<file path="src/rtl/ppu_pkg.sv">
// Shared PPU VRAM-arbiter types and constants: FSM state encoding, palette base, pointer steps.
package ppu_pkg;

  localparam int VADDR_W = 14;

  typedef enum logic [1:0] {
    IDLE      = 2'd0,
    WAIT_SLOT = 2'd1,
    ACCESS    = 2'd2,
    CAPTURE   = 2'd3
  } arb_state_e;

  localparam logic [VADDR_W-1:0] PAL_BASE = 14'h3F00;
  localparam logic [VADDR_W-1:0] STEP_1   = 14'd1;
  localparam logic [VADDR_W-1:0] STEP_32  = 14'd32;

  // Wraps naturally at 2^14 because the result is truncated to VADDR_W bits.
  function automatic logic [VADDR_W-1:0] ptr_step(input logic [VADDR_W-1:0] p,
                                                   input logic inc32);
    return p + (inc32 ? STEP_32 : STEP_1);
  endfunction

endpackage

</file>
<file path="src/rtl/vram_ptr.sv">
// CPU VRAM pointer (PPUADDR): loadable, steps by 1 or 32; a load beats a coincident step.
module vram_ptr
  import ppu_pkg::*;
(
  input  logic               clk_i,
  input  logic               rst_ni,
  input  logic               load_i,
  input  logic [VADDR_W-1:0] load_addr_i,
  input  logic               step_i,
  input  logic               inc32_i,
  output logic [VADDR_W-1:0] ptr_o
);

  logic [VADDR_W-1:0] ptr_q, ptr_d;

  always_comb begin
    ptr_d = ptr_q;
    if (load_i) begin
      ptr_d = load_addr_i;
    end else if (step_i) begin
      ptr_d = ptr_step(ptr_q, inc32_i);
    end
  end

  always_ff @(posedge clk_i or negedge rst_ni) begin
    if (!rst_ni) begin
      ptr_q <= '0;
    end else begin
      ptr_q <= ptr_d;
    end
  end

  assign ptr_o = ptr_q;

endmodule

</file>
<file path="src/rtl/vram_arb.sv">
// PPUDATA / renderer VRAM arbiter with one-read-delayed buffer.
// Optional macro PPU_PAL_BYPASS_EN: palette reads return pal_rdata directly.
module vram_arb
  import ppu_pkg::*;
(
  input  logic               clk,
  input  logic               rst,
  input  logic               rend,
  input  logic               fetch_bg,
  input  logic [VADDR_W-1:0] render_addr,
  input  logic               addr_load,
  input  logic [VADDR_W-1:0] addr_i,
  input  logic               inc32,
  input  logic               cpu_req,
  input  logic               cpu_we,
  input  logic [7:0]         cpu_wdata,
  output logic [7:0]         cpu_rdata,
  output logic               cpu_busy,
  output logic [VADDR_W-1:0] vram_addr,
  output logic               vram_rd,
  output logic               vram_we,
  output logic [7:0]         vram_wdata,
  input  logic [7:0]         vram_rdata,
  input  logic [5:0]         pal_rdata
);

  arb_state_e         state_q, state_d;
  logic               we_q, we_d;
  logic [7:0]         wdata_q, wdata_d;
  logic [VADDR_W-1:0] addr_q, addr_d;
  logic [7:0]         buf_q, buf_d;
  logic [7:0]         rdata_q, rdata_d;
  logic               step;
  logic [VADDR_W-1:0] ptr;
  logic [7:0]         read_value;

  vram_ptr u_ptr (
    .clk_i       (clk),
    .rst_ni      (rst),
    .load_i      (addr_load),
    .load_addr_i (addr_i),
    .step_i      (step),
    .inc32_i     (inc32),
    .ptr_o       (ptr)
  );

`ifdef PPU_PAL_BYPASS_EN
  assign read_value = (ptr >= PAL_BASE) ? {2'b00, pal_rdata} : buf_q;
`else
  logic unused_pal;
  assign unused_pal = ^pal_rdata;
  assign read_value = buf_q;
`endif

  always_comb begin
    state_d = state_q;
    we_d    = we_q;
    wdata_d = wdata_q;
    addr_d  = addr_q;
    buf_d   = buf_q;
    rdata_d = rdata_q;
    step    = 1'b0;
    unique case (state_q)
      IDLE: begin
        if (cpu_req) begin
          we_d    = cpu_we;
          wdata_d = cpu_wdata;
          addr_d  = ptr;
          if (!cpu_we) begin
            rdata_d = read_value;
          end
          state_d = WAIT_SLOT;
        end
      end
      WAIT_SLOT: begin
        // Renderer keeps the bus for every cycle it is actively fetching.
        if (!rend || !fetch_bg) begin
          state_d = ACCESS;
        end
      end
      ACCESS: begin
        if (we_q) begin
          step    = 1'b1;
          state_d = IDLE;
        end else begin
          state_d = CAPTURE;
        end
      end
      CAPTURE: begin
        buf_d   = vram_rdata;
        step    = 1'b1;
        state_d = IDLE;
      end
      default: state_d = IDLE;
    endcase
  end

  always_ff @(posedge clk or negedge rst) begin
    if (!rst) begin
      state_q <= IDLE;
      we_q    <= 1'b0;
      wdata_q <= '0;
      addr_q  <= '0;
      buf_q   <= '0;
      rdata_q <= '0;
    end else begin
      state_q <= state_d;
      we_q    <= we_d;
      wdata_q <= wdata_d;
      addr_q  <= addr_d;
      buf_q   <= buf_d;
      rdata_q <= rdata_d;
    end
  end

  assign cpu_busy   = (state_q != IDLE);
  assign cpu_rdata  = rdata_q;
  assign vram_addr  = (state_q == ACCESS) ? addr_q : render_addr;
  assign vram_rd    = (state_q == ACCESS) && !we_q;
  assign vram_we    = (state_q == ACCESS) && we_q;
  assign vram_wdata = wdata_q;

endmodule

</file>
<file path="config.mk">
export PLATFORM = sky130hd
export DESIGN_NAME = vram_arb
export DESIGN_NICKNAME = d
export VERILOG_FILES = /design/src/rtl/ppu_pkg.sv /design/src/rtl/vram_ptr.sv /design/src/rtl/vram_arb.sv
export SDC_FILE = /design/constraint.sdc
export NUM_CORES = 1
export LEC_CHECK = 0
export ABC_AREA = 1
export BUFFER_PORTS_ARGS = -buffer_cell sky130_fd_sc_hd__buf_2
export CORE_MARGIN = 3
export CORE_UTILIZATION = 45
export CTS_BUF_LIST = sky130_fd_sc_hd__clkbuf_8
export CTS_CLUSTER_DIAMETER = 50
export DETAILED_ROUTE_END_ITERATION = 16
export GPL_ROUTABILITY_DRIVEN = 0
export PLACE_DENSITY_LB_ADDON = 0.2
export SLEW_MARGIN = 20
export SYNTH_ARGS = -nofsm -noshare
export SYNTH_HDL_FRONTEND = slang
export SYNTH_HIERARCHICAL = 1
export SYNTH_SLANG_ARGS = --single-unit
</file>
<file path="constraint.sdc">
create_clock -name clk -period 2.6 [get_ports clk]
set_input_delay 0.52 -clock clk [delete_from_list [all_inputs] [get_ports clk]]
set_output_delay 0.52 -clock clk [all_outputs]
set_load 0.005 [all_outputs]
</file>
==> impl_results.md <==
- Achievable frequency: around 450 MHz
- Flop2flop setup slack: 0.63 ns
- Post-CTS Resized: 0
- Area share of the largest cell type after synthesis: 0.488
- CP Data Required Time: approximately 2.1 ns
- Clk_skew: 0.0137 ns
- Maximum fanout along the worst path: 19
- Fill cells: about 600
- Syn_nets: 426
- Syn Std Cell Area: ~2800 sq um
- #FFs+latches synth: 55
- DRT antenna net count: 0
- Starting Density: 0.471
- Tightest Pin Transition: roughly 0.7 ns
- Core Util, Final: 0.565
- # diodes: 0
- I/O Pins: 91
- Simple-Gate Fraction of Synth Area: 0.389
- Crit path DAT: ~1.7 ns
- Count of warnings emitted by yosys: 6
- Largest family of logic cells by synthesized area: simple AND/OR/NAND/NOR gates
- Top cells by count, synth: nand2_1, nand3_1, dfrtp_1
- Comb pwr share: 0.411
- Hold WC Path Type: input port to async pin
- Final period utilization: 0.852
- Multiplexer share of the synthesized area: 0
- NetSw: around 1.4 mW
- Post-Synth XOR/XNOR Area: 0.0124
- Avg Inst Size Synth: about 7.7 sq um
- Seq/Total Area, Yosys: 0.488
- Clock root buffer master: clkbuf_8
- Switching share of power: 0.412
- Largest net degree at the start of global routing: 33
- Area growth, synth to finish: 20.0%
- Internal power: roughly 2.1 mW
- Final setup TNS: 0 ns
- Leak: 1.92 nW
- Max Slew Vio Count: 0
- Startpoint Class: register
- Vias in the first global route: approximately 2600
- Synthesized-area fraction occupied by adder cells: 0.0133
- Top_reg_cell synth: dfrtp_1
- I/O Buffers: 84
- Synth Area in Compound Gates: 0.0346
- Status: finished, final reports clean
- Die W: approximately 85 microns
- GR Overflow Total: 0
- Global-route wire length before repair: between 10000 and 15000 microns
- CTS buffer count: 5
- DRC errors left: 0
- Hold_buf cts: 0
- Vias/cell: slightly above 5
- DR vias: 2673
- Num rows: 28
- Area leader, netlist: dfrtp_1
- Fin crit period: between 2 and 2.5 ns
- Cells after Synth: ~370
- Max Cap Viol: 0
- Gr usage total: 0.204
- Synth area leaders: dfrtp_1, nand2_1, nand3_1
- Drt wl/cell: 13.2 microns
- Setup repair bufs after CTS: 0
- Final nets: between 500 and 600
- Most frequent cell after synthesis: nand2_1
- Core Area: ~6000 sq um
- CTS tree: yes
- Hold Vio Cnt, Final: 0
- IR Drop Worst-Case VDD: 0.439 mV
- Sequential power share: 0.429
- Clock sink count: 55
- Die area: between 7000 and 8000 sq um
- H-tree depth: 2
- Detailed Route Iter0 Violations: around 210
- HPWL Detailed: about 5000 microns
- Router iterations before antenna repair: 5
- Skew-Pair Late Insertion Delay: between 0.3 and 0.4 ns
- Worst setup EP type: output port
- Synth unique cells: 27
- RSZ-0062 raised after global routing: false
- Clock power share: 0.160
- Clk buf depth: 2
- WL final: approximately 7000 microns
- Reg clk slew, reported paths: ~0.10 ns
- Async set-or-reset flop fraction in the synthesized netlist: 1.00
- Max_slew headroom: 0.534
- Power Density: between 1000 and 1500 nW/um^2
- Antenna violations before repair: 0
- CP Class: register to output port
- Layout cells sized above 1: 0.242
- # setup viols final: 0
- Die Height: roughly 85 microns
- Number of synthesized flops with an enable pin: 0
- Worst hold slack: 0.249 ns
-- cell usage in the layout (no fill, tap or decap), drive strengths merged, types with 3 or more instances in the layout --
| cell type | count |
|---|---|
| dfrtp | 55 |
| nand3 | 76 |
| nand2 | 160 |
| buf | 90 |
| ha | 3 |
| nor2 | 15 |
| xor2 | 3 |
| a22oi | 9 |
| clkinv | 3 |
| inv | 16 |
| clkbuf | 5 |
-- state kept, by name (all words and copies together) (netlist names) --
signal,cells
cpu_rdata,8
buf_q,8
vram_wdata,8
we_q,1
u_ptr/ptr_o,14
state_q,2
addr_q,14
-- stage by stage --
step	power, mW	setup WS (ns)	area (sq um)	cells
global placement	2.93	0.664	3270	514
floorplan	2.48	1.06	2820	365
CTS	3.54	0.372	3380	522
global route	3.86	0.199	3380	522
detailed placement	2.98	0.672	3270	514
finish	3.51	0.384	3380	522
-- final timing paths --
path / depth (start not counted) / to / from
max: 4 / vram_addr[0] / state_q[1]
min: 1 / cpu_rdata[7] / rst
max reg2reg: 6 / u_ptr/ptr_o[5] / state_q[1]
min reg2reg: 2 / cpu_rdata[3] / cpu_rdata[3]
max in group asynchronous: 2 / cpu_rdata[3] / rst
min in group clk: 3 / u_ptr/ptr_o[1] / addr_i[1]
-- area by class of cell --
cell class,instances,area [sq um],area share
sequential,55,1380,0.407
multi-input combinational,277,1270,0.374
timing repair buffer,90,465,0.138
tap,75,93.8,0.0277
clock buffer,5,68.8,0.0203
inverter,17,68.8,0.0203
clock inverter,3,43.8,0.0129
-- cells by family after synthesis --
family / after synthesis
xor gates and xnor gates: 4
and+or+nand+nor: 256
buffers and inverters: 33
DFF: 55
adders and majority gates: 3
AOI/OAI and AO/OA: 14
-- routing by layer --
layer,vias to the layer above,global-route usage,share of wire
met5,-,0,0
met1,1231,0.287,0.46
met4,0,0.0460,0.0083
met2,94,0.328,0.46
li1,1344,-,-
met3,4,0.0388,0.074
-- power groups by stage --
stage	logic, mW	registers, mW	clock network, mW
floorplan	1.03	1.45	0
global placement	1.42	1.51	0
finish	1.44	1.51	0.563
global route	1.67	1.57	0.620
CTS	1.46	1.50	0.578
detailed placement	1.46	1.52	0
-- critical path, cell delays in order, from the launching register on --
cell and delay [ns]:
dfrtp_1 0.73, nand2_2 0.33, nand2_1 0.13, nand2_1 0.06, buf_2 0.12
(Power assumes the default switching activity.)
